==> config.mk <==
export PLATFORM = sky130hd
export DESIGN_NAME = nibble_serial_adder
export DESIGN_NICKNAME = d
export VERILOG_FILES = /design/src/rtl/nibble_serial_adder_pkg.sv /design/src/rtl/nibble_cla4.sv /design/src/rtl/nibble_serial_adder.sv
export SDC_FILE = /design/constraint.sdc
export NUM_CORES = 1
export LEC_CHECK = 0
export ABC_AREA = 0
export BUFFER_PORTS_ARGS = -buffer_cell sky130_fd_sc_hd__buf_4
export CAP_MARGIN = 20
export CORE_MARGIN = 5
export CORE_UTILIZATION = 48
export DETAILED_ROUTE_END_ITERATION = 8
export HOLD_SLACK_MARGIN = 0.06
export PLACE_DENSITY = 0.85
export SETUP_SLACK_MARGIN = 0.5
export SYNTH_ARGS = -nofsm -noshare
export SYNTH_HDL_FRONTEND = slang
export SYNTH_HIERARCHICAL = 1
export SYNTH_SLANG_ARGS = --single-unit
==> constraint.sdc <==
create_clock -name clk -period 2.65 [get_ports clk]
set_clock_uncertainty 0.15 [all_clocks]
set_input_delay 0.1325 -clock clk [delete_from_list [all_inputs] [get_ports clk]]
set_output_delay 0.1325 -clock clk [all_outputs]
set_load 0.05 [all_outputs]
==> src/rtl/nibble_serial_adder_pkg.sv <==
// Shared types and helpers for the nibble-serial adder.
// Optional feature macro used by the top: NIBBLE_SERIAL_ADDER_SUB_EN (adds subtract mode).
package nibble_serial_adder_pkg;

    localparam int NIBBLE_W = 4;

    typedef enum logic [1:0] {
        IDLE = 2'd0,
        RUN  = 2'd1,
        DONE = 2'd2
    } state_t;

    // Number of nibbles needed to cover a WIDTH-bit operand.
    function automatic int nib_count(input int width);
        return width / NIBBLE_W;
    endfunction

    // Width of the nibble index register; never narrower than one bit.
    function automatic int idx_width(input int width);
        int n;
        n = width / NIBBLE_W;
        if (n <= 1) begin
            return 1;
        end else begin
            return $clog2(n);
        end
    endfunction

endpackage

==> src/rtl/nibble_cla4.sv <==
// Purely combinational 4-bit carry-lookahead slice. c[i] is the carry out of
// bit i, so c[3] is the slice carry-out and c[2] is the carry into bit 3.
module nibble_cla4 (
    input  logic [3:0] a,
    input  logic [3:0] b,
    input  logic       cin,
    output logic [3:0] sum,
    output logic [3:0] c
);

    logic [3:0] g_s;
    logic [3:0] p_s;

    // Generate/propagate terms and flattened lookahead carries.
    always_comb begin
        g_s  = a & b;
        p_s  = a ^ b;
        c[0] = g_s[0] | (p_s[0] & cin);
        c[1] = g_s[1] | (p_s[1] & g_s[0]) | (p_s[1] & p_s[0] & cin);
        c[2] = g_s[2] | (p_s[2] & g_s[1]) | (p_s[2] & p_s[1] & g_s[0])
             | (p_s[2] & p_s[1] & p_s[0] & cin);
        c[3] = g_s[3] | (p_s[3] & g_s[2]) | (p_s[3] & p_s[2] & g_s[1])
             | (p_s[3] & p_s[2] & p_s[1] & g_s[0])
             | (p_s[3] & p_s[2] & p_s[1] & p_s[0] & cin);
        sum  = p_s ^ {c[2:0], cin};
    end

endmodule

==> src/rtl/nibble_serial_adder.sv <==
// Multi-cycle WIDTH-bit adder: one nibble per clock through a single 4-bit CLA,
// least significant nibble first, carry registered between nibbles.
// Optional macro NIBBLE_SERIAL_ADDER_SUB_EN adds a 'sub' port (a - b mode).
module nibble_serial_adder
    import nibble_serial_adder_pkg::*;
#(
    parameter int WIDTH = 16
) (
    input  logic             clk,
    input  logic             rst_n,
    input  logic             in_valid,
    output logic             in_ready,
    input  logic [WIDTH-1:0] a,
    input  logic [WIDTH-1:0] b,
    input  logic             cin,
`ifdef NIBBLE_SERIAL_ADDER_SUB_EN
    input  logic             sub,
`endif
    output logic             out_valid,
    input  logic             out_ready,
    output logic [WIDTH-1:0] sum,
    output logic             cout,
    output logic             ovf
);

    localparam int NIB   = nib_count(WIDTH);
    localparam int IDXW  = idx_width(WIDTH);
    localparam int NSLOT = 2 ** IDXW;
    localparam logic [IDXW-1:0] IDX_LAST = IDXW'(NIB - 1);
    localparam logic [IDXW-1:0] IDX_ONE  = IDXW'(1);

    generate
        if (((WIDTH % NIBBLE_W) != 0) || (WIDTH < NIBBLE_W)) begin : g_bad_width
            $error("nibble_serial_adder: WIDTH must be a multiple of 4 and at least 4");
        end
    endgenerate

    state_t            state_r;
    state_t            state_nxt_s;
    logic [IDXW-1:0]   idx_r;
    logic              carry_r;
    logic [WIDTH-1:0]  a_r;
    logic [WIDTH-1:0]  b_r;
    logic [WIDTH-1:0]  sum_r;
    logic              cout_r;
    logic              ovf_r;

    logic [WIDTH-1:0]  b_cap_s;
    logic              c_cap_s;
    logic [3:0]        a_nib_s [NSLOT];
    logic [3:0]        b_nib_s [NSLOT];
    logic [3:0]        cla_sum_s;
    logic [3:0]        cla_c_s;
    logic              last_s;

    // Nibble views of the operand registers; unused index slots read as zero
    // so the selector index always matches the array size exactly.
    generate
        for (genvar g = 0; g < NSLOT; g++) begin : g_nib
            if (g < NIB) begin : g_used
                assign a_nib_s[g] = a_r[g*NIBBLE_W +: NIBBLE_W];
                assign b_nib_s[g] = b_r[g*NIBBLE_W +: NIBBLE_W];
            end else begin : g_unused
                assign a_nib_s[g] = 4'b0000;
                assign b_nib_s[g] = 4'b0000;
            end
        end
    endgenerate

    nibble_cla4 u_cla (
        .a   (a_nib_s[idx_r]),
        .b   (b_nib_s[idx_r]),
        .cin (carry_r),
        .sum (cla_sum_s),
        .c   (cla_c_s)
    );

    assign last_s    = (idx_r == IDX_LAST);
    assign in_ready  = (state_r == IDLE);
    assign out_valid = (state_r == DONE);
    assign sum       = sum_r;
    assign cout      = cout_r;
    assign ovf       = ovf_r;

    // Operand B and initial carry as captured at accept (inverted B, carry 1 for subtract).
    always_comb begin
`ifdef NIBBLE_SERIAL_ADDER_SUB_EN
        if (sub) begin
            b_cap_s = ~b;
            c_cap_s = 1'b1;
        end else begin
            b_cap_s = b;
            c_cap_s = cin;
        end
`else
        b_cap_s = b;
        c_cap_s = cin;
`endif
    end

    // Next-state decode for IDLE -> RUN -> DONE -> IDLE.
    always_comb begin
        state_nxt_s = state_r;
        case (state_r)
            IDLE: begin
                if (in_valid) begin
                    state_nxt_s = RUN;
                end else begin
                    state_nxt_s = IDLE;
                end
            end
            RUN: begin
                if (last_s) begin
                    state_nxt_s = DONE;
                end else begin
                    state_nxt_s = RUN;
                end
            end
            DONE: begin
                if (out_ready) begin
                    state_nxt_s = IDLE;
                end else begin
                    state_nxt_s = DONE;
                end
            end
            default: state_nxt_s = IDLE;
        endcase
    end

    // State register.
    always_ff @(posedge clk or negedge rst_n) begin
        if (!rst_n) begin
            state_r <= IDLE;
        end else begin
            state_r <= state_nxt_s;
        end
    end

    // Operand capture, per-nibble sum accumulation and final flag update.
    always_ff @(posedge clk or negedge rst_n) begin
        if (!rst_n) begin
            idx_r   <= '0;
            carry_r <= 1'b0;
            a_r     <= '0;
            b_r     <= '0;
            sum_r   <= '0;
            cout_r  <= 1'b0;
            ovf_r   <= 1'b0;
        end else begin
            case (state_r)
                IDLE: begin
                    if (in_valid) begin
                        a_r     <= a;
                        b_r     <= b_cap_s;
                        carry_r <= c_cap_s;
                        idx_r   <= '0;
                    end
                end
                RUN: begin
                    carry_r <= cla_c_s[3];
                    for (int i = 0; i < NIB; i++) begin
                        if (idx_r == IDXW'(i)) begin
                            sum_r[i*NIBBLE_W +: NIBBLE_W] <= cla_sum_s;
                        end
                    end
                    if (last_s) begin
                        cout_r <= cla_c_s[3];
                        ovf_r  <= cla_c_s[2] ^ cla_c_s[3];
                    end else begin
                        idx_r <= idx_r + IDX_ONE;
                    end
                end
                default: begin
                end
            endcase
        end
    end

endmodule

==> results.py <==
metrics = {
    "clock_network": {
        "clk_latency_ps": 310,
        "cts_tree": "built",
        "cts.reportedPaths.clkPinSlew_ps": 100,
        "htree_levels": 2,
        "clock-sinks": 55,
        "cts_buffers": 5,
        "cts_root_buf": "clkbuf_8",
        "clock_path_buffers": 2,
    },
    "routing": {
        "drc": 0,
        "routed_wl_um": 5680,
        "drtPass1Iterations": 4,
        "wl_per_cell_um": 16.7,
        "drt_iter0_drc": 70,
        "vias_per_cell": 5.05,
        "vias": 1721,
        "antenna_left": 0,
    },
    "grt": {
        "grt.busiest_layer": "met2",
        "global_route.usage.met2_pct": 29.4,
        "grt_use_met1_pct": 21.4,
        "grt_use_met3_pct": 4.36,
        "grt_use_total_pct": 16.8,
        "grt_pass1_vias": 1936,
        "grt_pass1_wl_um": 9490,
        "grt_remaining_overflow": 0,
        "antenna_found_initial": 0,
        "grt_max_degree": 56,
    },
    "worst_setup_path": {
        "crit_path_end_kind": "flip-flop",
        "crit_chain": "mux4_2 -> ha_4 -> a211oi_2 -> o21ba_4 -> inv_2 -> a21o_1 -> xor2_1 -> mux2_2",
        "worstPathRequired_ps": 2690,
        "cp_data_arrival_time_ps": 2630,
        "cp-start-kind": "flip-flop",
        "reg2reg_from": "idx_r[0]",
        "rr_worst_depth": 8,
        "crit_family": "multiplexers",
        "r2r_end": "ovf",
        "r2r_setup_slack_ps": 60,
        "cp_max_fo": 5,
        "path_buf_inv": 1,
        "critical_path_class": "flip-flop to flip-flop",
        "cp_slowest_cell": "mux4_2",
        "slowest_delay_ps": 580,
    },
    "synthesis": {
        "synth_xor_area_share_pct": 1.36,
        "syn_inst": 166,
        "yosysWarnings": 6,
        "ys_seq_area_share_pct": 53.4,
        "synth_edf_count": 0,
        "synthSimpleGateAreaFrac_pct": 5.19,
        "async_flop_share_pct": 100,
        "synth_top_area_share_pct": 53.4,
        "synth.area.top_cells": "dfrtp_1, mux2_2, mux4_2",
        "synthMuxAreaShare_pct": 28.8,
        "dominantRegCellSynth": "dfrtp_1",
        "yosysTopAreaCell": "dfrtp_1",
        "synth_area_sq_mm": 0.00258,
        "avgSynthCellArea_sq_um": 15.5,
        "synthDistinctLibCells": 32,
        "synth_nets": 212,
        "synth_top_family_by_area": "multiplexers",
        "synth-compound-area-share_pct": 3.25,
        "ys_ff_latch": 55,
        "synth.most_common_cell": "dfrtp_1",
        "synthAdderAreaFrac_pct": 4.66,
        "ys_top_cells_by_count": "dfrtp_1, mux2_2, ha_1, mux4_2, inv_1",
    },
    "sta": {
        "setup_viol": 0,
        "fin_crit_ps": 2590,
        "worstMarginPinSlew_ps": 671,
        "finalSetupTns_ps": 0,
        "rsz0062_at_grt": "true",
        "final_hold_viol_count": 0,
        "drv_slew": 0,
        "fmax_mhz": 386,
        "max-slew-margin-rel_pct": 55.3,
        "fin_crit_sh_pct": 97.7,
    },
    "floorplan": {
        "die-area_sq_mm": 0.00694,
        "rows": 26,
        "die_h_um": 83.3,
        "core_area_sq_mm": 0.00517,
        "ioPinCount": 57,
        "start_util_pct": 49.8,
        "die_w_um": 83.3,
    },
    "final_layout": {
        "fillers": 329,
        "drive_above_1_share_pct": 55.7,
        "syn_to_final_growth_pct": 45.9,
        "n_antenna_cell": 0,
        "layout.nets": 316,
    },
    "outcome": {
        "outcome": "complete, no violations",
    },
    "hold_path": {
        "min_path_type": "input pin to asynchronous set/reset pin",
    },
    "job": {
        "cap_violations": 0,
    },
    "placement": {
        "dp_hpwl_um": 3640,
        "io_buffers": 56,
        "place.gp.congestion": 0.800,
    },
}
[metrics by stage]
step / hold slack (ps) / setup WS, ps / instances / cell area [sq um] / utilization (%)
2_1_floorplan: -313 / 46.6 / 166 / 2610 / -
3_3_place_gp: 65.1 / 62.7 / 289 / 3090 / 59.7
3_5_place_dp: 64.0 / 0.964 / 289 / 3090 / 59.7
4_1_cts: 276 / 112 / 340 / 3640 / 70.5
5_1_grt: 338 / -56.6 / 341 / 3760 / 72.7
6_report: 254 / 61.0 / 341 / 3760 / 72.7
[flip-flops by register name, summed over array words and instances (netlist names)]
signal / cells
carry_r: 1
cout: 1
sum: 16
b_r: 16
a_r: 16
idx_r: 2
state_r: 2
ovf: 1
[logic make-up after synthesis]
family,count (synthesis)
and+or+nand+nor,17
DFF,55
adders and majority gates,9
buffers and inverters,13
muxes,58
xor gates and xnor gates,4
AOI/OAI and AO/OA,10
[per-layer routing]
| metal | part of all wire (%) | routed length, um |
|---|---|---|
| met1 | 42 | 2390 |
| met2 | 52 | 2930 |
| met3 | 5.4 | 307 |
| met4 | 0.95 | 54 |
| met5 | 0 | 0 |
[placed cells by master, fill, tap and decap left out, drive strengths merged]
cell	netlist	final
fa	1	1
nor4b	1	1
xor2	3	3
nor2b	1	1
buf	6	68
o21ai	2	2
dfrtp	55	55
a221oi	1	1
xnor2	1	1
a211oi	1	1
a21o	1	1
clkbuf	1	8
a21oi	1	1
nor3b	1	1
mux2	50	50
o21bai	1	1
nand3b	4	4
inv	6	6
a221o	2	2
and3	2	2
ha	8	8
o21ba	1	1
or2b	1	1
nor2	4	4
mux4	8	8
nand2b	2	2
and2b	1	1
dlygate4sd3	0	36
[worst max-delay path by stage]
stage	from	end	slack, ps	cells past startpoint
2_1_floorplan	idx_r[0]	ovf	50	9
3_3_place_gp	idx_r[0]	ovf	60	8
3_5_place_dp	idx_r[0]	ovf	1	8
4_1_cts	idx_r[0]	ovf	110	8
5_1_grt	idx_r[0]	ovf	-60	9
6_report	idx_r[0]	ovf	60	8
[area by class of cell]
cell class,count,area (sq um),share of cell area [%]
tap,70,87.6,2.33
sequential,55,1380,36.6
clock buffer,8,100,2.66
multi-input combinational,98,1280,34.2
timing repair buffer,104,887,23.6
inverter,6,22.5,0.599
[timing repair]
action | in CTS | in global routing
resized for setup | 6 | 23
pin swaps | 2 | 2
endpoints found under the hold margin | 90 | 0
setup buffers | 7 | 1
setup endpoints to repair | 19 | 19
gates cloned | 0 | 0
hold buffers | 36 | 0
[worst reg2reg max path, delay by kind of cell (launching register included)]
| family | cells | cell delay [ps] |
|---|---|---|
| compound gates | 3 | 580 |
| flops | 1 | 470 |
| buf+inv | 1 | 40 |
| xor+xnor | 1 | 140 |
| mux | 2 | 840 |
| fa+ha+maj | 1 | 270 |
Power is not shown: default switching activity piles up to over one toggle a cycle in this logic, so the estimate is an artifact.
